File: config.mk
export PLATFORM = sky130hd
export DESIGN_NAME = turbosound_ctrl
export DESIGN_NICKNAME = d
export VERILOG_FILES = /design/src/rtl/ts_ctrl_pkg.sv /design/src/rtl/ts_cmd_fifo.sv /design/src/rtl/turbosound_ctrl.sv
export SDC_FILE = /design/constraint.sdc
export NUM_CORES = 1
export LEC_CHECK = 0
export BUFFER_PORTS_ARGS = -buffer_cell sky130_fd_sc_hd__buf_2
export CAP_MARGIN = 20
export CORE_UTILIZATION = 50
export DETAILED_ROUTE_END_ITERATION = 16
export PLACE_DENSITY = 0.76
export REMOVE_ABC_BUFFERS = 1
export SLEW_MARGIN = 30
export SYNTH_ARGS = -nofsm -noshare
export SYNTH_HDL_FRONTEND = slang
export SYNTH_SLANG_ARGS = --single-unit
File: constraint.sdc
create_clock -name CLK -period 6.1 [get_ports CLK]
set_input_delay 1.22 -clock CLK [delete_from_list [all_inputs] [get_ports CLK]]
set_output_delay 1.22 -clock CLK [all_outputs]
set_load 0.02 [all_outputs]
File: src/rtl/ts_ctrl_pkg.sv
// Shared types and constants for the TurboSound (dual YM2149) controller.
package ts_ctrl_pkg;

  // Chip-select codes written to the register-select port.
  localparam logic [7:0] TS_SEL_CHIP0 = 8'hFF;
  localparam logic [7:0] TS_SEL_CHIP1 = 8'hFE;

  // One queued bus command; the chip is captured at enqueue time.
  typedef struct packed {
    logic       chip;
    logic       is_addr;
    logic [7:0] data;
  } ts_cmd_t;

  // Bus-cycle sequencer states.
  typedef enum logic [1:0] {
    IDLE,
    SETUP,
    STROBE,
    RECOVER
  } ts_state_t;

  // True when a register-select value is one of the chip-select codes.
  function automatic logic is_chip_sel_code(input logic [7:0] d);
    return (d == TS_SEL_CHIP0) || (d == TS_SEL_CHIP1);
  endfunction

endpackage

File: src/rtl/ts_cmd_fifo.sv
// Synchronous command FIFO for the TurboSound controller.
// A push while full is accepted only when a pop happens in the same cycle.
module ts_cmd_fifo
  import ts_ctrl_pkg::*;
#(
  parameter int DEPTH = 4
) (
  input  logic                   CLK,
  input  logic                   RESET_N,
  input  logic                   push,
  input  logic                   pop,
  input  ts_cmd_t                din,
  output ts_cmd_t                dout,
  output logic                   full,
  output logic                   empty,
  output logic [$clog2(DEPTH):0] count
);

  localparam int PTR_W = $clog2(DEPTH);

  ts_cmd_t            mem [DEPTH];
  logic [PTR_W-1:0]   wr_ptr;
  logic [PTR_W-1:0]   rd_ptr;
  logic               do_push;
  logic               do_pop;

  assign full    = (count == (PTR_W + 1)'(DEPTH));
  assign empty   = (count == '0);
  assign do_pop  = pop && !empty;
  assign do_push = push && (!full || do_pop);
  assign dout    = mem[rd_ptr];

  // Storage write.
  // NOTE: the storage array is deliberately not reset; only pointers and count
  // define validity, and leaving it reset-free lets it map onto plain RAM/regs.
  always_ff @(posedge CLK) begin
    if (do_push) begin
      mem[wr_ptr] <= din;
    end
  end

  // Pointer and occupancy tracking; pointers wrap naturally.
  // NOTE: sequential state uses non-blocking assignments so every register
  // samples pre-edge values regardless of statement order.
  always_ff @(posedge CLK) begin
    if (!RESET_N) begin
      wr_ptr <= '0;
      rd_ptr <= '0;
      count  <= '0;
    end else begin
      if (do_push) wr_ptr <= wr_ptr + 1'b1;
      if (do_pop)  rd_ptr <= rd_ptr + 1'b1;
      case ({do_push, do_pop})
        2'b10:   count <= count + 1'b1;
        2'b01:   count <= count - 1'b1;
        default: count <= count;
      endcase
    end
  end

endmodule

File: src/rtl/turbosound_ctrl.sv
// TurboSound controller: decodes CPU port writes, queues them, and replays
// each as a SETUP / STROBE / RECOVER bus cycle on one of two YM2149 chips.
module turbosound_ctrl
  import ts_ctrl_pkg::*;
#(
  parameter int FIFO_DEPTH = 4,
  parameter int PULSE_LEN  = 2,
  parameter int TS_ENABLE  = 1
) (
  input  logic       CLK,
  input  logic       RESET_N,
  input  logic       IO_WR,
  input  logic       IO_RD,
  input  logic       A_SEL,
  input  logic [7:0] D_IN,
  output logic [7:0] D_OUT,
  output logic       WAIT,
  output logic       BUSY,
  output logic       OVERFLOW,
  output logic       CHIP_SEL,
  output logic [7:0] PSG_DI,
  output logic       BDIR0,
  output logic       BC0,
  output logic       BDIR1,
  output logic       BC1,
  input  logic [7:0] PSG_DO0,
  input  logic [7:0] PSG_DO1
);

  localparam int               PTR_W      = $clog2(FIFO_DEPTH);
  localparam int               CNT_W      = (PULSE_LEN > 1) ? $clog2(PULSE_LEN) : 1;
  localparam logic [CNT_W-1:0] PULSE_LAST = CNT_W'(PULSE_LEN - 1);

  ts_state_t          state;
  ts_cmd_t            cur_cmd;
  ts_cmd_t            push_cmd;
  ts_cmd_t            fifo_dout;
  logic [PTR_W:0]     fifo_count;
  logic               fifo_full;
  logic               fifo_empty;
  logic               fifo_pop;
  logic               sel_wr;
  logic               push_req;
  logic               chip_sel_q;
  logic               overflow_q;
  logic [CNT_W-1:0]   pulse_cnt;
  logic               bdir0_q, bc0_q, bdir1_q, bc1_q;

  // Reads have no side effects, so IO_RD only matters to the host.
  logic unused_rd;
  assign unused_rd = IO_RD;

  // Write decode: chip-select codes bypass the queue in two-chip mode.
  assign sel_wr   = IO_WR && !A_SEL && (TS_ENABLE != 0) && is_chip_sel_code(D_IN);
  assign push_req = IO_WR && !sel_wr;
  assign fifo_pop = (state == IDLE) && !fifo_empty;

  // Command assembled from the live chip select at enqueue time.
  // NOTE: every always_comb output gets a default first so no latch is inferred.
  always_comb begin
    push_cmd         = '0;
    push_cmd.chip    = chip_sel_q;
    push_cmd.is_addr = !A_SEL;
    push_cmd.data    = D_IN;
  end

  ts_cmd_fifo #(.DEPTH(FIFO_DEPTH)) u_fifo (
    .CLK     (CLK),
    .RESET_N (RESET_N),
    .push    (push_req),
    .pop     (fifo_pop),
    .din     (push_cmd),
    .dout    (fifo_dout),
    .full    (fifo_full),
    .empty   (fifo_empty),
    .count   (fifo_count)
  );

  // Chip-select register and sticky overflow flag.
  always_ff @(posedge CLK) begin
    if (!RESET_N) begin
      chip_sel_q <= 1'b0;
      overflow_q <= 1'b0;
    end else begin
      if (sel_wr) chip_sel_q <= (D_IN == TS_SEL_CHIP1);
      if (push_req && fifo_full && !fifo_pop) overflow_q <= 1'b1;
    end
  end

  // Bus-cycle sequencer with registered BDIR/BC and data outputs.
  always_ff @(posedge CLK) begin
    if (!RESET_N) begin
      state     <= IDLE;
      cur_cmd   <= '0;
      pulse_cnt <= '0;
      bdir0_q   <= 1'b0;
      bc0_q     <= 1'b0;
      bdir1_q   <= 1'b0;
      bc1_q     <= 1'b0;
    end else begin
      case (state)
        IDLE: begin
          if (!fifo_empty) begin
            cur_cmd <= fifo_dout;
            state   <= SETUP;
          end
        end
        SETUP: begin
          pulse_cnt <= '0;
          bdir0_q   <= !cur_cmd.chip;
          bc0_q     <= !cur_cmd.chip && cur_cmd.is_addr;
          bdir1_q   <= cur_cmd.chip;
          bc1_q     <= cur_cmd.chip && cur_cmd.is_addr;
          state     <= STROBE;
        end
        STROBE: begin
          if (pulse_cnt == PULSE_LAST) begin
            bdir0_q <= 1'b0;
            bc0_q   <= 1'b0;
            bdir1_q <= 1'b0;
            bc1_q   <= 1'b0;
            state   <= RECOVER;
          end else begin
            pulse_cnt <= pulse_cnt + 1'b1;
          end
        end
        RECOVER: state <= IDLE;
        default: state <= IDLE;
      endcase
    end
  end

  assign PSG_DI   = cur_cmd.data;
  assign BDIR0    = bdir0_q;
  assign BC0      = bc0_q;
  assign BDIR1    = (TS_ENABLE != 0) && bdir1_q;
  assign BC1      = (TS_ENABLE != 0) && bc1_q;
  assign CHIP_SEL = chip_sel_q;
  assign OVERFLOW = overflow_q;
  assign WAIT     = (fifo_count == (PTR_W + 1)'(FIFO_DEPTH));
  assign BUSY     = !fifo_empty || (state != IDLE);
  assign D_OUT    = A_SEL ? 8'hFF : (chip_sel_q ? PSG_DO1 : PSG_DO0);

endmodule
==> impl_metrics.csv <==
group,metric,value,unit
layout,area_growth,17.09,%
cts,cts-root-buf,"clkbuf_8",
place,port_buffers,51,
worst_setup_path,arrival,1.89,ns
min_path,min_to,"PSG_DI[5]",
logic_synthesis,ys_ff_latch,66,
detailed_routing,avgRoutedWirePerCell,14.78,um
layout,drive_gt1_share,29.59,%
worst_setup_path,startpoint_type,"input pin",
power,fin_total_pwr,0.001424,W
floorplan,core_area,0.005270,mm2
detailed_routing,vias,1748,
grt,grt_max_degree,23,
cts,clk_latency,0.34,ns
layout,nets,300,
sta,maxSlewViolCount,0,
worst_setup_path,crit_chain,"buf_2, clkinv_1, nand2_1, buf_2",
worst_setup_path,crit_top_cell,"buf_2",
sta,grt_setup_unrepaired,"false",
worst_setup_path,r2r-start,"state[0]",
floorplan,num_rows,26,
min_path,hp-start,"PSG_DI[5]",
worst_setup_path,ff2ff_setup_slack,3.92,ns
sta,whs,0.4510,ns
worst_setup_path,path_class,"input pin to primary output",
power,leakagePower,1.260,nW
cts,clock-sinks,66,
sta,period_minus_slack,3.105,ns
cts,numCtsBuffers,9,
detailed_routing,antenna_left,0,
grt,grt_pass1_wl,8521,um
cts,postCtsHoldBufs,0,
grt,grt_util_met3,6.905,%
cts,cts_resized,0,
sta,min_period_over_period,50.90,%
sta,finalHoldViolCount,0,
detailed_routing,drc,0,
cts,clk_pin_slew,0.07,ns
place,dp_cells,321,
job,max-cap-violations,0,
power,power_density,432.7,mW/mm2
grt,grt_antenna_before_repair,0,
cts,cts_max_level,3,
cts,postCtsSetupBuffers,0,
logic_synthesis,ys.warnings.count,0,
detailed_routing,wl,4982,um
min_path,worstHoldPathCells,2,
layout,post-route-util,62.46,%
grt,grt_use_met1,23.00,%
grt,grt_pass1_vias,1795,
logic_synthesis,syn_inst,214,
cts,cts_tree,"yes",
power,peakVddDrop,0.0001890,V
layout,fillerInstances,423,
sta,fin_tns_setup,0,ns
sta,worst_clock_skew,0.005708,ns
floorplan,start_util,53.35,%
detailed_routing,via_per_inst,5.187,
sta,worst_pin_slew,0.7738,ns
grt,overflow,0,
layout,final_cells,337,
logic_synthesis,syn_avg_cell_area,13.14,um2
floorplan,die-area,0.005927,mm2
worst_setup_path,cp_slowest_cell,"clkinv_1",
sta,setup_viol,0,
worst_setup_path,setup.worst_path.end_class,"primary output",
detailed_routing,drt_pass1_iterations,4,
run_status,status,"finished clean",
worst_setup_path,r2r-end,"u_fifo.count[2]",
floorplan,die_h,76.99,um
worst_setup_path,r2r_cells,8,
worst_setup_path,path_buf_inv,3,
grt,grt_use_total,19.28,%
logic_synthesis,syn_area,0.002811,mm2
place,place_hpwl,3479,um
logic_synthesis,yosysSeqAreaShare,61.24,%
sta,clock.fmax,0.3221,GHz
grt,grt_use_met2,31.43,%
worst_setup_path,cp_max_fo,12,
worst_setup_path,max_stage_delay,0.26,ns
worst_setup_path,crit_required,4.88,ns
sta,slew_headroom,48.35,%
grt,busiest_layer,"met2",
floorplan,io_pins,53,
floorplan,die_w,76.99,um
worst_setup_path,cp_top_family,"buffers and inverters",
cts,cts_buffer_depth,2,
detailed_routing,drt-initial-drc-count,110,
min_path,min_path_type,"flip-flop to flip-flop",
place,gp_congestion,0.7127,
layout,diodes,0,
logic_synthesis,ys_types,33,
-- tightest hold or removal path: stages (launching register included) --
cell	delay (ns)
dfxtp_1	0.31
nand2_1	0.05
a21oi_1	0.05
-- routing by layer --
metal	share of wire [%]	routed length, um
met4	2.0	99
met1	44	2182
met3	4.8	240
met5	0	0
met2	49	2459
-- layout make-up --
| cell class | count | area (um2) | area share (%) |
|---|---|---|---|
| flip-flops and latches | 66 | 1722 | 52.30 |
| multi-input cells | 125 | 972.2 | 29.53 |
| repair buffers | 52 | 262.8 | 7.982 |
| clock buffers | 9 | 123.9 | 3.763 |
| clock inverters | 7 | 93.84 | 2.851 |
| well taps | 70 | 87.58 | 2.661 |
| inverters | 8 | 30.03 | 0.9122 |
-- power breakdown --
group	internal, W	leakage, nW	total (W)	switching [W]
clock	0.000229	0.107	0.000396	0.000167
combinational	0.000184	0.571	0.000405	0.000221
sequential	0.000550	0.582	0.000623	0.0000737
-- Yosys cell counts, drive strengths merged --
| cell type | number | share of area [%] |
|---|---|---|
| nor2 | 14 | 1.9 |
| nor3b | 1 | 0.27 |
| fa | 1 | 0.71 |
| or4b | 1 | 0.49 |
| nand2b | 2 | 0.44 |
| nand4b | 1 | 0.31 |
| o31ai | 1 | 0.27 |
| o211a | 1 | 0.62 |
| mux4 | 10 | 8.0 |
| o31a | 1 | 0.31 |
| a22oi | 3 | 0.80 |
| nand4 | 1 | 0.22 |
| nor4b | 1 | 0.31 |
| xnor2 | 2 | 0.62 |
| a21oi | 14 | 2.5 |
| a32oi | 1 | 0.31 |
| clkinv | 1 | 0.13 |
| mux2i | 15 | 5.3 |
| ha | 8 | 3.6 |
| edfxtp | 40 | 43 |
| clkbuf | 6 | 0.80 |
| buf | 9 | 2.3 |
| dfxtp | 26 | 19 |
| nor3 | 2 | 0.36 |
| o21a | 1 | 0.27 |
| xor2 | 1 | 0.31 |
| inv | 7 | 0.93 |
| o21ai | 1 | 0.18 |
| nand2 | 33 | 4.4 |
| a311oi | 1 | 0.31 |
| and2 | 6 | 1.3 |
| nor2b | 2 | 0.44 |
-- cells by family after synthesis --
group	Yosys count	synth area share, %
adder cells (fa/ha/maj)	9	4.273
multiplexers	25	13.35
AND/OR/NAND/NOR	64	10.46
flip-flops	66	61.24
buffers and inverters	23	4.183
XOR/XNOR	3	0.9348
AO/OA/AOI/OAI	24	5.563
-- cell usage in the layout (no fill, tap or decap), drive strengths merged, types with 2 or more instances in the layout --
master,Yosys,layout
clkbuf,6,9
nand2b,2,2
a22oi,3,3
a21oi,14,14
xnor2,2,2
ha,8,8
nand2,33,33
mux2i,15,15
mux4,10,10
inv,7,7
and2,6,6
buf,9,52
nor2b,2,2
edfxtp,40,40
clkinv,1,5
nor2,14,14
bufinv,0,2
nor3,2,2
dfxtp,26,26
-- registers in the layout (all words and copies together), names as in the netlist --
name / cells
u_fifo.mem: 40
BC0: 1
u_fifo.rd_ptr: 2
u_fifo.count: 3
PSG_DI: 8
BC1: 1
BDIR1: 1
pulse_cnt: 1
u_fifo.wr_ptr: 2
cur_cmd: 2
BDIR0: 1
CHIP_SEL: 1
OVERFLOW: 1
state: 2
-- stage by stage --
step / instance area, um2 / worst slack [ns]
finish: 3292 / 2.995
global route: 3292 / 2.878
CTS: 3292 / 2.974
detailed placement: 3074 / 2.973
global placement: 3074 / 3.020
floorplan: 2724 / 3.269
-- worst max-delay path by stage --
| stage | start | cells after the start | slack [ns] | to |
|---|---|---|---|---|
| after floorplan | A_SEL | 2 | 3.27 | D_OUT[0] |
| after global placement | A_SEL | 4 | 3.02 | D_OUT[7] |
| after detailed placement | A_SEL | 4 | 2.97 | D_OUT[7] |
| after CTS | A_SEL | 4 | 2.97 | D_OUT[7] |
| after global routing | A_SEL | 4 | 2.88 | D_OUT[3] |
| final | A_SEL | 4 | 2.99 | D_OUT[7] |
Note: power is estimated with default switching activity, not from simulation.
